--- config.mk ---
export PLATFORM = sky130hd
export DESIGN_NAME = voice_allocator
export DESIGN_NICKNAME = d
export VERILOG_FILES = /design/src/rtl/voice_allocator_pkg.sv /design/src/rtl/voice_allocator_picker.sv /design/src/rtl/voice_allocator.sv
export SDC_FILE = /design/constraint.sdc
export NUM_CORES = 1
export LEC_CHECK = 0
export CORE_MARGIN = 10
export CORE_UTILIZATION = 45
export CTS_CLUSTER_SIZE = 14
export DETAILED_ROUTE_END_ITERATION = 8
export GPL_TIMING_DRIVEN = 0
export PLACE_DENSITY_LB_ADDON = 0.25
export SLEW_MARGIN = 40
export SYNTH_ARGS = -nofsm -noshare
export SYNTH_HDL_FRONTEND = slang
export SYNTH_SLANG_ARGS = --single-unit
--- constraint.sdc ---
create_clock -name clock_50_000_000 -period 14.4 [get_ports clock_50_000_000]
set_clock_uncertainty 0.1 [all_clocks]
set_input_delay 2.88 -clock clock_50_000_000 [delete_from_list [all_inputs] [get_ports clock_50_000_000]]
set_output_delay 2.88 -clock clock_50_000_000 [all_outputs]
set_load 0.1 [all_outputs]
--- src/rtl/voice_allocator_pkg.sv ---
// Shared MIDI constants, voice/FSM enums and the latched message payload.
package voice_allocator_pkg;

  localparam int unsigned NOTE_W   = 7;
  localparam int unsigned CHAN_W   = 4;
  localparam int unsigned VSTATE_W = 2;

  localparam logic [3:0] STATUS_NOTE_OFF = 4'h8;
  localparam logic [3:0] STATUS_NOTE_ON  = 4'h9;
  localparam logic [3:0] STATUS_CC       = 4'hB;

  localparam logic [6:0] CC_SUSTAIN        = 7'd64;
  localparam logic [6:0] CC_ALL_OFF        = 7'd123;
  localparam logic [6:0] SUSTAIN_THRESHOLD = 7'd64;

  typedef enum logic [VSTATE_W-1:0] {
    V_IDLE      = 2'd0,
    V_HELD      = 2'd1,
    V_SUSTAINED = 2'd2
  } voice_state_t;

  typedef enum logic [2:0] {
    S_IDLE     = 3'd0,
    S_SEARCH   = 3'd1,
    S_EMIT_OFF = 3'd2,
    S_EMIT_ON  = 3'd3,
    S_SWEEP    = 3'd4
  } alloc_state_t;

  typedef struct packed {
    logic [7:0]        status;
    logic [NOTE_W-1:0] data1;
    logic [NOTE_W-1:0] data2;
  } midi_msg_t;

endpackage

--- src/rtl/voice_allocator_picker.sv ---
// Combinational voice choice for a note-on: retrigger, free voice, then oldest steal.
module voice_allocator_picker
  import voice_allocator_pkg::*;
#(
  parameter int unsigned VOICE_COUNT  = 8,
  parameter int unsigned AGE_WIDTH    = 8,
  parameter int unsigned IDX_W        = 3,
  parameter bit          STEAL_ENABLE = 1'b1
) (
  input  logic [VOICE_COUNT*VSTATE_W-1:0]  states,
  input  logic [VOICE_COUNT*AGE_WIDTH-1:0] ages,
  input  logic [VOICE_COUNT-1:0]           match,
  output logic [IDX_W-1:0]                 pick_idx,
  output logic                             pick_valid,
  output logic                             pick_steal
);

  voice_state_t          st;
  logic [AGE_WIDTH-1:0]  a;
  logic                  retrig_hit, idle_hit, sus_hit, held_hit;
  logic [IDX_W-1:0]      retrig_idx, idle_idx, sus_idx, held_idx;
  logic [AGE_WIDTH-1:0]  sus_age, held_age;

  // Scan voices: first match, first idle, and oldest (strictly greater age keeps lowest index on ties)
  always_comb begin
    st         = V_IDLE;
    a          = '0;
    retrig_hit = 1'b0;
    idle_hit   = 1'b0;
    sus_hit    = 1'b0;
    held_hit   = 1'b0;
    retrig_idx = '0;
    idle_idx   = '0;
    sus_idx    = '0;
    held_idx   = '0;
    sus_age    = '0;
    held_age   = '0;
    for (int i = 0; i < VOICE_COUNT; i++) begin
      st = voice_state_t'(states[i*VSTATE_W +: VSTATE_W]);
      a  = ages[i*AGE_WIDTH +: AGE_WIDTH];
      if (match[i] && (st != V_IDLE) && !retrig_hit) begin
        retrig_hit = 1'b1;
        retrig_idx = IDX_W'(i);
      end
      if ((st == V_IDLE) && !idle_hit) begin
        idle_hit = 1'b1;
        idle_idx = IDX_W'(i);
      end
      if ((st == V_SUSTAINED) && (!sus_hit || (a > sus_age))) begin
        sus_hit = 1'b1;
        sus_idx = IDX_W'(i);
        sus_age = a;
      end
      if ((st == V_HELD) && (!held_hit || (a > held_age))) begin
        held_hit = 1'b1;
        held_idx = IDX_W'(i);
        held_age = a;
      end
    end
  end

  // Priority selection between the candidate classes
  always_comb begin
    pick_valid = 1'b0;
    pick_steal = 1'b0;
    pick_idx   = '0;
    if (retrig_hit) begin
      pick_valid = 1'b1;
      pick_idx   = retrig_idx;
    end else if (idle_hit) begin
      pick_valid = 1'b1;
      pick_idx   = idle_idx;
    end else if (STEAL_ENABLE && sus_hit) begin
      pick_valid = 1'b1;
      pick_steal = 1'b1;
      pick_idx   = sus_idx;
    end else if (STEAL_ENABLE && held_hit) begin
      pick_valid = 1'b1;
      pick_steal = 1'b1;
      pick_idx   = held_idx;
    end
  end

endmodule

--- src/rtl/voice_allocator.sv ---
// Polyphonic voice allocator: channel filter, note-on/off, sustain pedal and all-notes-off.
module voice_allocator
  import voice_allocator_pkg::*;
#(
  parameter int unsigned VOICE_COUNT  = 8,
  parameter logic [15:0] CHANNEL_MASK = 16'hFFFF,
  parameter bit          STEAL_ENABLE = 1'b1,
  parameter int unsigned AGE_WIDTH    = 8
) (
  input  logic                          clock_50_000_000,
  input  logic                          reset,
  input  logic                          msg_valid,
  output logic                          msg_ready,
  input  logic [7:0]                    msg_status,
  input  logic [NOTE_W-1:0]             msg_data1,
  input  logic [NOTE_W-1:0]             msg_data2,
  output logic [VOICE_COUNT-1:0]        voice_strobe,
  output logic [VOICE_COUNT-1:0]        voice_gate,
  output logic [VOICE_COUNT*NOTE_W-1:0] voice_note,
  output logic [VOICE_COUNT*NOTE_W-1:0] voice_velocity,
  output logic [VOICE_COUNT*CHAN_W-1:0] voice_channel,
  output logic                          note_dropped
);

  localparam int unsigned IDX_W = (VOICE_COUNT > 1) ? $clog2(VOICE_COUNT) : 1;

  alloc_state_t          state, next_state;
  midi_msg_t             msg;
  logic                  sustain;
  logic                  pend_on;
  logic                  sweep_all;
  logic [IDX_W-1:0]      tgt, sweep_idx;
  voice_state_t          vstate [VOICE_COUNT];
  logic [AGE_WIDTH-1:0]  age    [VOICE_COUNT];

  logic [CHAN_W-1:0]     chan_c;
  logic                  accept_c, chan_ok_c;
  logic                  is_on_c, is_off_c, is_sus_c, is_all_c;
  logic [VOICE_COUNT-1:0] match_c;
  logic                  off_hit_c;
  logic [IDX_W-1:0]      off_idx_c;
  logic [VOICE_COUNT*VSTATE_W-1:0]  states_flat_c;
  logic [VOICE_COUNT*AGE_WIDTH-1:0] ages_flat_c;
  logic [IDX_W-1:0]      pick_idx_c;
  logic                  pick_valid_c, pick_steal_c;

  assign accept_c = msg_valid && msg_ready;

  // Classify the latched message
  always_comb begin
    chan_c    = msg.status[3:0];
    chan_ok_c = CHANNEL_MASK[chan_c];
    is_on_c   = chan_ok_c && (msg.status[7:4] == STATUS_NOTE_ON) && (msg.data2 != '0);
    is_off_c  = chan_ok_c && ((msg.status[7:4] == STATUS_NOTE_OFF) ||
                              ((msg.status[7:4] == STATUS_NOTE_ON) && (msg.data2 == '0)));
    is_sus_c  = chan_ok_c && (msg.status[7:4] == STATUS_CC) && (msg.data1 == CC_SUSTAIN);
    is_all_c  = chan_ok_c && (msg.status[7:4] == STATUS_CC) && (msg.data1 == CC_ALL_OFF);
  end

  // Per-voice note/channel match, flattened picker inputs, lowest HELD match for note-off
  always_comb begin
    match_c       = '0;
    states_flat_c = '0;
    ages_flat_c   = '0;
    off_hit_c     = 1'b0;
    off_idx_c     = '0;
    for (int i = 0; i < VOICE_COUNT; i++) begin
      match_c[i] = (vstate[i] != V_IDLE) &&
                   (voice_note[i*NOTE_W +: NOTE_W] == msg.data1) &&
                   (voice_channel[i*CHAN_W +: CHAN_W] == chan_c);
      states_flat_c[i*VSTATE_W +: VSTATE_W] = vstate[i];
      ages_flat_c[i*AGE_WIDTH +: AGE_WIDTH] = age[i];
      if (match_c[i] && (vstate[i] == V_HELD) && !off_hit_c) begin
        off_hit_c = 1'b1;
        off_idx_c = IDX_W'(i);
      end
    end
  end

  voice_allocator_picker #(
    .VOICE_COUNT  (VOICE_COUNT),
    .AGE_WIDTH    (AGE_WIDTH),
    .IDX_W        (IDX_W),
    .STEAL_ENABLE (STEAL_ENABLE)
  ) u_picker (
    .states     (states_flat_c),
    .ages       (ages_flat_c),
    .match      (match_c),
    .pick_idx   (pick_idx_c),
    .pick_valid (pick_valid_c),
    .pick_steal (pick_steal_c)
  );

  // FSM state register
  always_ff @(posedge clock_50_000_000) begin
    if (reset) state <= S_IDLE;
    else       state <= next_state;
  end

  // FSM next-state logic
  always_comb begin
    next_state = state;
    case (state)
      S_IDLE:     if (accept_c) next_state = S_SEARCH;
      S_SEARCH: begin
        next_state = S_IDLE;
        if (is_on_c) begin
          if (pick_valid_c) next_state = pick_steal_c ? S_EMIT_OFF : S_EMIT_ON;
        end else if (is_off_c) begin
          if (off_hit_c && !sustain) next_state = S_EMIT_OFF;
        end else if (is_sus_c) begin
          if (msg.data2 < SUSTAIN_THRESHOLD) next_state = S_SWEEP;
        end else if (is_all_c) begin
          next_state = S_SWEEP;
        end
      end
      S_EMIT_OFF: next_state = pend_on ? S_EMIT_ON : S_IDLE;
      S_EMIT_ON:  next_state = S_IDLE;
      S_SWEEP:    if (sweep_idx == IDX_W'(VOICE_COUNT - 1)) next_state = S_IDLE;
      default:    next_state = S_IDLE;
    endcase
  end

  // Datapath: message latch, voice table, registered outputs
  always_ff @(posedge clock_50_000_000) begin
    if (reset) begin
      msg_ready      <= 1'b1;
      voice_strobe   <= '0;
      voice_gate     <= '0;
      voice_note     <= '0;
      voice_velocity <= '0;
      voice_channel  <= '0;
      note_dropped   <= 1'b0;
      msg            <= '0;
      sustain        <= 1'b0;
      pend_on        <= 1'b0;
      sweep_all      <= 1'b0;
      tgt            <= '0;
      sweep_idx      <= '0;
      for (int i = 0; i < VOICE_COUNT; i++) begin
        vstate[i] <= V_IDLE;
        age[i]    <= '0;
      end
    end else begin
      voice_strobe <= '0;
      note_dropped <= 1'b0;
      msg_ready    <= (next_state == S_IDLE);
      case (state)
        S_IDLE: begin
          if (accept_c) begin
            msg.status <= msg_status;
            msg.data1  <= msg_data1;
            msg.data2  <= msg_data2;
          end
        end
        S_SEARCH: begin
          if (is_on_c) begin
            if (pick_valid_c) begin
              tgt     <= pick_idx_c;
              pend_on <= 1'b1;
            end else begin
              note_dropped <= 1'b1;
            end
          end else if (is_off_c) begin
            if (off_hit_c) begin
              tgt     <= off_idx_c;
              pend_on <= 1'b0;
              if (sustain) begin
                for (int i = 0; i < VOICE_COUNT; i++)
                  if (IDX_W'(i) == off_idx_c) vstate[i] <= V_SUSTAINED;
              end
            end
          end else if (is_sus_c) begin
            sustain   <= (msg.data2 >= SUSTAIN_THRESHOLD);
            sweep_idx <= '0;
            sweep_all <= 1'b0;
          end else if (is_all_c) begin
            sustain   <= 1'b0;
            sweep_idx <= '0;
            sweep_all <= 1'b1;
          end
        end
        S_EMIT_OFF: begin
          for (int i = 0; i < VOICE_COUNT; i++) begin
            if (IDX_W'(i) == tgt) begin
              vstate[i]                           <= V_IDLE;
              voice_gate[i]                       <= 1'b0;
              voice_velocity[i*NOTE_W +: NOTE_W]  <= '0;
              voice_strobe[i]                     <= 1'b1;
            end
          end
        end
        S_EMIT_ON: begin
          for (int i = 0; i < VOICE_COUNT; i++) begin
            if (IDX_W'(i) == tgt) begin
              vstate[i]                           <= V_HELD;
              age[i]                              <= '0;
              voice_gate[i]                       <= 1'b1;
              voice_note[i*NOTE_W +: NOTE_W]      <= msg.data1;
              voice_velocity[i*NOTE_W +: NOTE_W]  <= msg.data2;
              voice_channel[i*CHAN_W +: CHAN_W]   <= chan_c;
              voice_strobe[i]                     <= 1'b1;
            end else if ((vstate[i] != V_IDLE) && (age[i] != {AGE_WIDTH{1'b1}})) begin
              age[i] <= age[i] + AGE_WIDTH'(1);
            end
          end
        end
        S_SWEEP: begin
          for (int i = 0; i < VOICE_COUNT; i++) begin
            if ((IDX_W'(i) == sweep_idx) &&
                (sweep_all ? (vstate[i] != V_IDLE) : (vstate[i] == V_SUSTAINED))) begin
              vstate[i]                           <= V_IDLE;
              voice_gate[i]                       <= 1'b0;
              voice_velocity[i*NOTE_W +: NOTE_W]  <= '0;
              voice_strobe[i]                     <= 1'b1;
            end
          end
          sweep_idx <= sweep_idx + IDX_W'(1);
        end
        default: ;
      endcase
    end
  end

endmodule

Word level (Yosys, flattened, before mapping)
Memories as Yosys holds them, arrays and structs flattened. A register that Yosys moved wholly into a read port is not among the register bits.
Index checks and enable logic that the tools add are counted.
{"block": "op_classes", "reduce_logical": 193, "bitwise": 51, "n_mux": 433, "n_lt_le_gt_ge": 17, "eq_ne": 99, "n_addsub": 9}
{"cell": "1-bit two-way mux", "count": 288}
{"cell": "8-bit two-way mux", "count": 30}
{"cell": "7-bit two-way mux", "count": 24}
{"cell": "56-bit case mux with 3 select lines", "count": 1}
{"cell": "3-bit two-way mux", "count": 41}
{"cell": "8-bit > comparator", "count": 14}
{"cell": "1-bit logical AND", "count": 92}
{"cell": "2-bit two-way mux", "count": 43}
{"cell": "8-bit by 1-bit adder with 8-bit output (second input constant)", "count": 8}
{"cell": "8-bit inequality test (second input constant)", "count": 8}
{"cell": "7-bit == test", "count": 8}
{"cell": "2-bit inequality test (second input constant)", "count": 26}
{"cell": "1-bit bitwise OR", "count": 48}
{"cell": "4-bit AND reduction", "count": 11}
{"cell": "3-bit == test (first input constant)", "count": 12}
{"cell": "1-bit zero test", "count": 36}
{"cell": "4-bit == test", "count": 8}
{"cell": "8-bit case mux with 3 select lines", "count": 1}
{"cell": "2-bit nonzero test", "count": 12}
{"cell": "2-bit by 3-bit == test with 1-bit output (first input constant)", "count": 6}
{"cell": "2-bit AND reduction", "count": 9}
{"cell": "2-bit by 1-bit == test with 1-bit output (second input constant)", "count": 8}
{"cell": "2-bit == test (second input constant)", "count": 8}
{"cell": "2-bit zero test", "count": 8}
{"cell": "other kinds (24)", "count": 52}
{"block": "totals", "ff_bits": 196, "input_bits": 25, "ramBits": 80, "rom_bits": 16, "elab_cells": 849, "memories": 3, "output_inout_bits": 162}
{"name": "age", "depth": 8, "width": 8, "read_ports": 8, "rd_ports_with_merged_regs": 0, "wr": 8, "line_no": "voice_allocator.sv:34", "text": "logic [AGE_WIDTH-1:0] age [VOICE_COUNT];"}
{"name": "(name not given)", "depth": 16, "width": 1, "read_ports": 1, "rd_ports_with_merged_regs": 1, "wr": 0, "line_no": "voice_allocator.sv:52", "text": "chan_ok_c = CHANNEL_MASK[chan_c];"}
{"name": "vstate", "depth": 8, "width": 2, "read_ports": 8, "rd_ports_with_merged_regs": 0, "wr": 8, "line_no": "voice_allocator.sv:33", "text": "voice_state_t vstate [VOICE_COUNT];"}

Depth between registers and ports, before layout
Gate-level depths: netlist of the first run.
An unclocked memory read counts as a cell.
{"block": "depth", "word_depth": 40, "mapped_depth": 68, "ltp_nobuf": 56}

Cells and area by module
Synthesis of the first run repeated with hierarchy kept, for this count alone.
{"block": "hier_totals", "hier_cells": 1964, "area_unflattened_um2": 17504.3}
{"mod": "voice_allocator", "cells_each": 1250, "n_inst": 1, "seq_area_each_um2": 6226.0, "area_per_inst_um2": 12324.3}
{"mod": "voice_allocator_picker", "cells_each": 714, "n_inst": 1, "seq_area_each_um2": 0.0, "area_per_inst_um2": 5180.0}

Least setup slack after synthesis of the first run
No wires, ideal clock.
{"block": "synth_timing", "path_kind": "register to register", "startpoint": "memory vstate[0][0] (netlist bit)", "endpoint": "register tgt[0]", "setup_time_ns": 0.132, "period_less_slack_ns": 12.864, "arrival_ns": 12.632, "path_buffers": 12, "path_stages_with_launch": 67, "t_required_ns": 14.168, "setup_slack_ns": 1.536, "path_cell_list": "dfxtp_1 > nor2b_4 > buf_4 > nand2_1 > ha_1 > a211oi_1 > o211ai_1 > o211ai_1 > a21o_1 > buf_2 > mux2i_1 > inv_1 > ha_1 > a211oi_1 > o221ai_1 > o221ai_1 > a21oi_1 > clkbuf_1 > [31 not listed] > nor2b_1 > o21a_1 > o21a_1 > o21ai_0 > and2_1 > buf_2 > clkbuf_1 > a21o_1 > ha_1 > and4b_1 > a2111oi_0 > o21ai_0 > a21oi_1 > nor2_1 > a31o_1 > a2111o_1 > o2111ai_1 > a21oi_1"}
{"item": "start: declaration", "line_no": "voice_allocator.sv:33"}
{"item": "end signal: assignment", "line_no": "voice_allocator.sv:159", "text": "tgt <= pick_idx_c;"}
{"item": "end signal: assignment", "line_no": "voice_allocator.sv:166", "text": "tgt <= off_idx_c;"}
{"item": "end: declaration", "line_no": "voice_allocator.sv:32", "text": "logic [IDX_W-1:0] tgt, sweep_idx;"}

==> summary.txt, run 1 <==
Outcome
  • Outcome: completed

Routing
  • Via density: 5.88
  • DR DRC count: 0
  • Routed len/inst: 22.0 microns
  • Vias: 16000
  • Routed Antenna Nets: 0
  • First drt pass iteration count: 6
  • Detailed Route Iter0 Violations: 1134
  • Routed wire length: 59800 microns

Yosys
  • Top post-synthesis cells by area: dfxtp_1 (24%), edfxtp_1 (12%), ha_1 (9.3%)
  • Syn Inst Count: 1954
  • Number of synthesized flops with an enable pin: 70
  • Post-Syn Area: 17000 sq um
  • Synthesized flop and latch total: 276
  • Post-synthesis cell type count: 87
  • Main synth FF type: dfxtp_1
  • Commonest cells post-synth: nor2_1 (251), dfxtp_1 (206), nand2_1 (175)
  • Ys Warns: 0
  • Fraction of registers with async set or reset after synthesis: 0%
  • Leading area contributor after synthesis: dfxtp_1
  • Most numerous cell in the Yosys netlist: nor2_1
  • Yosys top cell area share: 24.2%
  • Net Count, Synth: 2105
  • Share of the yosys chip area belonging to registers: 36.6%
  • Avg Cell Area, Syn: 8.71 sq um

Global routing
  • Number of global-route vias before repair: around 16000
  • GRT overflow: 0
  • Initial antenna violation count: 1
  • Total GRT Usage: 24.8%
  • Global-route wire length before repair: 90800 microns
  • Pin count of the biggest net entering global routing: 14

Setup path
  • Worst path buffer plus inverter count: 13
  • CP Class: reg -> reg
  • WP data required: 14.73 ns
  • Most used cell, CP: ha_1
  • Crit-path slowest cell: dfxtp_2
  • Max incr delay on CP: 0.46 ns
  • Delay-heaviest family, CP: compound AO/OA/AOI/OAI gates
  • Worst setup EP type: register
  • CP arrival: 14.00 ns
  • CP Launch Type: register
  • Critical Path Fanout Max: 11

Timing
  • Final Cycle Share: a little over nine tenths
  • Fin worst setup slack: roughly 0.73 ns
  • Slew Limit Fails: 0
  • Fin. Hold Viols: 0
  • Worst-Margin Slew: between 0.8 and 0.9 ns
  • Tmin final: 13.67 ns
  • Setup violations, final: 0
  • Fmax: 0.0732 GHz
  • Max_slew headroom: a little over two fifths

Floorplan
  • Die H: 214 microns
  • Core Rows: 71
  • Die area: 46000 sq um
  • Starting Density: 45.4%
  • Core box area: about 37000 sq um
  • Die Span X: approximately 210 microns
  • Num ports: ~190

Placement
  • Final GP Congestion: roughly 0.97
  • DP HPWL: 45700 microns
  • Worst slack at placement: -1.59 ns
  • Placed insts: 2651
  • IO buf count: 186

Power and ir drop
  • Leakage: approximately 8.7 nW
  • Cell Pwr Density: 95.0 nW/um^2
  • Combinational share of power: 11.4%
  • Peak VDD IR: 0.101 mV
  • Switching part of the total: 26.7%
  • Seq pwr share: 43.0%
  • P_int: approximately 1.4 mW
  • Psw: 0.510 mW
  • Clk pwr share: 45.7%

Layout
  • Register area: 6230 sq um
  • Synthesis-to-layout area growth: 18.4%
  • Non-Filler Instances: ~2700
  • # fillers: 3506
  • Diode count: 0
  • Footprint of the multi-input gates: 10300 sq um
  • Nets: 2334
  • Layout cells sized above 1: 15.4%

Clock tree
  • CTS Root Cell: clkbuf_16
  • CTS Buf Count: 34
  • CTS tree: built
  • Clk_lat worst skew: 0.56 ns
  • Clock tree buffer depth: 3
  • Worst-path clk slew: approximately 0.070 ns
  • CTS HTree Levels: 2
  • Clk sinks: 276

Flow run
  • Maxcap violations: 0

Hold path
  • HP Class: reg -> reg
-- logic make-up (layout without fill, tap and decap cells) --
| family | Yosys count | after routing | share of synthesized area (%) |
|---|---|---|---|
| AOI/OAI and AO/OA | 402 | 402 | 16.6 |
| xor gates and xnor gates | 137 | 137 | 7.05 |
| adders and majority gates | 127 | 127 | 9.33 |
| buffers and inverters | 184 | 439 | 4.43 |
| DFF | 276 | 276 | 36.6 |
| muxes | 79 | 79 | 4.75 |
| and+or+nand+nor | 749 | 749 | 21.3 |
-- state kept, by name, summed over array words and instances, names as in the netlist --
signal,cells
age,64
voice_note,56
voice_velocity,56
voice_channel,32
msg,18
vstate,16
voice_gate,8
voice_strobe,8
chan_c,4
state,3
sweep_idx,3
tgt,3
msg_ready,1
note_dropped,1
pend_on,1
sustain,1
sweep_all,1
-- stage by stage --
stage               instance area (sq um)  power (mW)  TNS (ns)  utilization (%)  hold WS (ns)
floorplan                           17000       0.979         0                -         0.331
global placement                    19500        1.04     -4.53             52.1         0.337
detailed placement                  18700        1.05     -4.32             50.0         0.350
CTS                                 20000        1.92         0             53.3         0.358
global route                        20100        1.98   -0.0974             53.7         0.391
finish                              20100        1.91         0             53.7         0.357
-- final cells by class --
| cell class | count | share of cell area (%) |
|---|---|---|
| sequential | 276 | 30.9 |
| clock inverter | 15 | 0.851 |
| timing repair buffer | 195 | 5.55 |
| clock buffer | 47 | 4.82 |
| buffer | 106 | 2.41 |
| inverter | 76 | 1.42 |
| multi-input combinational | 1494 | 50.9 |
| tap | 511 | 3.17 |
-- final timing paths --
path         cells after the start  slack (ns)  endpoint    startpoint
max                             65        0.73    tgt[0]  vstate[0][0]
min reg2reg                      2        0.36   msg[21]       msg[21]
max reg2reg                     65        0.73    tgt[0]  vstate[0][0]
min                              2        0.36   msg[21]       msg[21]
-- what timing repair did --
action,CTS,global route
hold buffers,0,0
cloned,0,0
hold endpoints to repair,0,0
pin swaps,2,1
resized for setup,18,33
endpoints found under the setup margin,3,3
setup buffers,5,3
-- tightest hold or removal path, cell delays in order (launching register included) --
cell and delay, ns:
dfxtp_1 0.31, nand2_1 0.05, a21oi_1 0.05
-- per-layer routing --
| metal | share of wire (%) | GRT usage [%] | wire (microns) | vias up |
|---|---|---|---|---|
| met5 | 0.022 | 0 | 13 | - |
| met4 | 3.3 | 9.12 | 1990 | 2 |
| met3 | 7.3 | 5.08 | 4390 | 136 |
| met2 | 47 | 41.0 | 28000 | 633 |
| met1 | 42 | 31.3 | 25400 | 7738 |
| li1 | - | - | - | 7480 |
-- power by group through the flow --
stage	logic, mW	registers, mW	clock network, mW
after floorplan	0.147	0.833	0
after CTS	0.211	0.822	0.884
after global placement	0.203	0.838	0
final	0.218	0.822	0.874
after global routing	0.239	0.823	0.917
after detailed placement	0.208	0.839	0
-- placed cells by master (no fill, tap or decap), types with 14 or more instances in the layout --
cell type,Yosys,final
xor2_1,51,51
a21oi_1,118,114
and3_1,29,29
mux2i_1,65,61
inv_1,76,76
nand2b_1,16,16
o211ai_1,15,15
edfxtp_1,70,70
a22o_1,66,66
nand4_1,45,45
o21a_1,20,20
buf_2,14,179
clkbuf_16,0,35
dfxtp_1,206,205
clkdlybuf4s50_1,0,24
nand2_1,175,175
o21ai_0,30,29
mux2_2,14,14
nor4_1,21,20
clkbuf_1,74,70
nor2b_1,38,38
nor3_1,31,31
nand3_1,58,58
nor2_1,251,251
or2_2,17,17
ha_1,126,126
a21o_1,30,30
buf_4,8,17
xnor2_1,86,86
a211oi_1,20,20
Power figures use the tool's default switching activity.
==> inputs of run 2 (changes only) <==
--- a/config.mk
+++ b/config.mk
@@ -6,12 +6,12 @@
 export NUM_CORES = 1
 export LEC_CHECK = 0
 export CORE_MARGIN = 10
-export CORE_UTILIZATION = 45
+export CORE_UTILIZATION = 40
 export CTS_CLUSTER_SIZE = 14
 export DETAILED_ROUTE_END_ITERATION = 8
 export GPL_TIMING_DRIVEN = 0
 export PLACE_DENSITY_LB_ADDON = 0.25
-export SLEW_MARGIN = 40
+export SLEW_MARGIN = 20
 export SYNTH_ARGS = -nofsm -noshare
 export SYNTH_HDL_FRONTEND = slang
 export SYNTH_SLANG_ARGS = --single-unit
==> run 2 against run 1 <==
  * Total power grew 0.82%
  * Count of clock-buffer cells in the layout shrank 2
  * Routed wire length shrank 0.16%
  * Hold slack lost 0.0043 ns
  * Highest routed layer is now met4
==> summary.txt, run 2 (synthesized netlist as in run 1, its figures left out) <==
Clock tree
  • CTS HTree Levels: 2 (unchanged)
  • CTS Root Cell: clkbuf_16
  • Clock tree buffer depth: 3 (unchanged)
  • CTS Buf Count: 34 (unchanged)
  • CTS tree: built
  • Clk_lat worst skew: 0.56 ns (about the same)
  • Clk sinks: 276 (unchanged)
  • Worst-path clk slew: 0.06 ns (about the same)
  • Hold bufs inserted after CTS: 0 (unchanged)

Global routing
  • Initial antenna violation count: 0 (-1)
  • Number of global-route vias before repair: 15200 (-1.8%)
  • Global-route wire length before repair: 90200 microns (-0.66%)
  • Total GRT Usage: 22.8% (-2.0 points)
  • Pin count of the biggest net entering global routing: 15 (+1)
  • GRT overflow: 0 (unchanged)

Timing
  • Fin worst setup slack: 0.891 ns (+0.158 ns)
  • Max_slew headroom: 28.1% (-13 points)
  • Fmax: 0.0740 GHz (+1.2%)
  • Setup Total Neg Slack: 0 ns (unchanged)
  • Fin. Hold Viols: 0 (unchanged)
  • Worst-Margin Slew: 1.07 ns (+0.199 ns)
  • Tmin final: 13.51 ns (-0.158 ns)
  • RSZ-0062 raised after global routing: no
  • Setup violations, final: 0 (unchanged)
  • Final Cycle Share: 93.8% (-1.1 points)
  • Slew Limit Fails: 0 (unchanged)
  • WHS: 0.352 ns (-0.00427 ns)

Setup path
  • RR Startpoint: vstate[0][1]
  • CP Class: reg -> reg
  • CP Launch Point: vstate[0][1]
  • R2R cell count: 56 (-14%)
  • Crit-path slowest cell: dfxtp_1
  • Worst Setup EP: tgt[2]
  • Critical Path Fanout Max: 10 (-1)
  • Max incr delay on CP: 0.53 ns (+0.07 ns)
  • WP data required: 14.77 ns (+0.04 ns)
  • R2r endpoint: tgt[2]
  • Worst setup EP type: register
  • Reg2Reg Setup Slack: 0.89 ns (+0.16 ns)
  • CP arrival: 13.87 ns (-0.13 ns)
  • CP Launch Type: register
  • Most used cell, CP: ha_1

Routing
  • M1 WL: 24900 microns (-1.7%)
  • Top Layer Used: met4
  • DR DRC count: 0 (unchanged)
  • Routed len/inst: 21.7 microns (-1.2%)
  • Routed Antenna Nets: 0 (unchanged)
  • WL met3: 4660 microns (+6.0%)
  • Detailed Route Iter0 Violations: 1220 (+7.6%)
  • Met2 wirelength from detailed routing: 28100 microns (+0.31%)
  • Vias: 15700 (-1.8%)
  • First drt pass iteration count: 8 (+2)
  • Via density: 5.71 (-2.8%)
  • Routed wire length: 59700 microns (-0.16%)

Layout
  • Register area: 6230 sq um (about the same)
  • Commonest non-fill, non-tap cell in the layout: nor2_1
  • Footprint of the multi-input gates: 10200 sq um (-0.71%)
  • # fillers: 3994 (+14%)
  • Top flop regs: age x64, voice_note x56, voice_velocity x56
  • Final instance area: 21000 sq um (+4.0%)
  • Most frequent cells in the layout: nor2_1 (251), dfxtp_1 (205), clkdlybuf4s50_1 (186), nand2_1 (175), ha_1 (126)
  • Nets: 2335 (+0.043%)
  • Reg with most FFs: age
  • Diode count: 0 (unchanged)
  • Synthesis-to-layout area growth: 23.2%
  • Max FFs per register: 64 (unchanged)
  • Layout cells sized above 1: 7.74% (-7.7 points)

Power and ir drop
  • Clk pwr share: 46.2% (+0.5 points)
  • Combinational share of power: 11.2% (-0.2 points)
  • Switching part of the total: 26.5% (-0.16 points)
  • Leakage: 8.36 nW (-4.2%)
  • P_int: 1.42 mW (+1.0%)
  • Total power: 1.93 mW (+0.82%)
  • Peak VDD IR: 0.0943 mV (-6.5%)
  • Psw: 0.511 mW (+0.21%)
  • Seq pwr share: 42.6% (-0.4 points)
  • Cell Pwr Density: 92.1 nW/um^2 (-3.1%)

Floorplan
  • Num ports: 187 (unchanged)
  • Core box area: 42000 sq um (+12%)
  • Die area: 51200 sq um (+11%)
  • Die H: 226 microns (+5.5%)
  • Die Span X: 226 microns (+5.5%)
  • Starting Density: 40.5% (-4.9 points)
  • Core Rows: 75 (+5.6%)

Hold path
  • HP Class: reg -> reg

Placement
  • Final GP Congestion: 0.972 (+0.50%)
  • DP HPWL: 45800 microns (about the same)
  • Worst slack at placement: -1.80 ns (-0.203 ns)
  • Post-Place Cell Area: 19600 sq um (+4.4%)
  • IO buf count: 186 (unchanged)

Flow run
  • Maxcap violations: 0 (unchanged)

Outcome
  • Outcome: completed
run 2: cell count changes in the layout (fill, tap and decap cells not counted), sizes merged:
| cell | delta |
|---|---|
| buf | -162 |
| clkinvlp | +3 |
| clkdlybuf4s50 | +162 |
| clkbuf | -1 |
| bufinv | +1 |
| clkinv | -2 |
run 2: worst min path at each step:
stage,end,slack (ns),start,cells past startpoint
2_1_floorplan,msg[20],0.33,msg[20],2
3_3_place_gp,voice_gate[5],0.34,voice_gate[5],2
3_5_place_dp,voice_gate[5],0.34,voice_gate[5],2
4_1_cts,msg[20],0.35,msg[20],2
5_1_grt,msg[21],0.39,msg[21],2
6_report,msg[20],0.35,msg[20],2
run 2: through the flow:
stage / utilization (%) / instances
finish: 49.9 / 2749
global route: 49.9 / 2749
CTS: 49.6 / 2747
detailed placement: 46.6 / 2680
global placement: 46.5 / 2679
floorplan: - / 1954
run 2: repair_timing:
action | in CTS | in global routing
cloned | 0 | 0
hold endpoints to repair | 0 | 0
setup buffers | 5 | 4
endpoints found under the setup margin | 3 | 3
pin swaps | 2 | 2
gates resized for setup | 17 | 32
run 2: area by class of cell:
class	count	share of cell area [%]
plain buffers	106	2.31
clock buffers	45	4.55
clock inverters	17	1.03
inverters	76	1.36
multi-input cells	1494	48.6
flip-flops and latches	276	29.7
well taps	539	3.22
repair buffers	196	9.26
run 2: critical path: cells and delay by family (launching register included):
family / cells / cell delay, ns
AOI/OAI and AO/OA: 30 / 6.80
muxes: 1 / 0.40
adders and majority gates: 7 / 2.15
buffers and inverters: 7 / 1.60
and+or+nand+nor: 11 / 1.81
DFF: 1 / 0.53
run 2: power groups by stage:
stage          sequential, mW  combinational, mW  clock, mW
2_1_floorplan           0.833              0.147          0
3_3_place_gp            0.838              0.202          0
3_5_place_dp            0.839              0.208          0
4_1_cts                 0.822              0.211      0.905
5_1_grt                 0.823              0.238      0.935
6_report                0.822              0.216      0.891
run 2: metal layers:
layer	vias up	track usage [%]
met5	-	0
met3	119	5.38
met4	0	8.66
met2	570	37.5
li1	7496	-
met1	7520	28.2
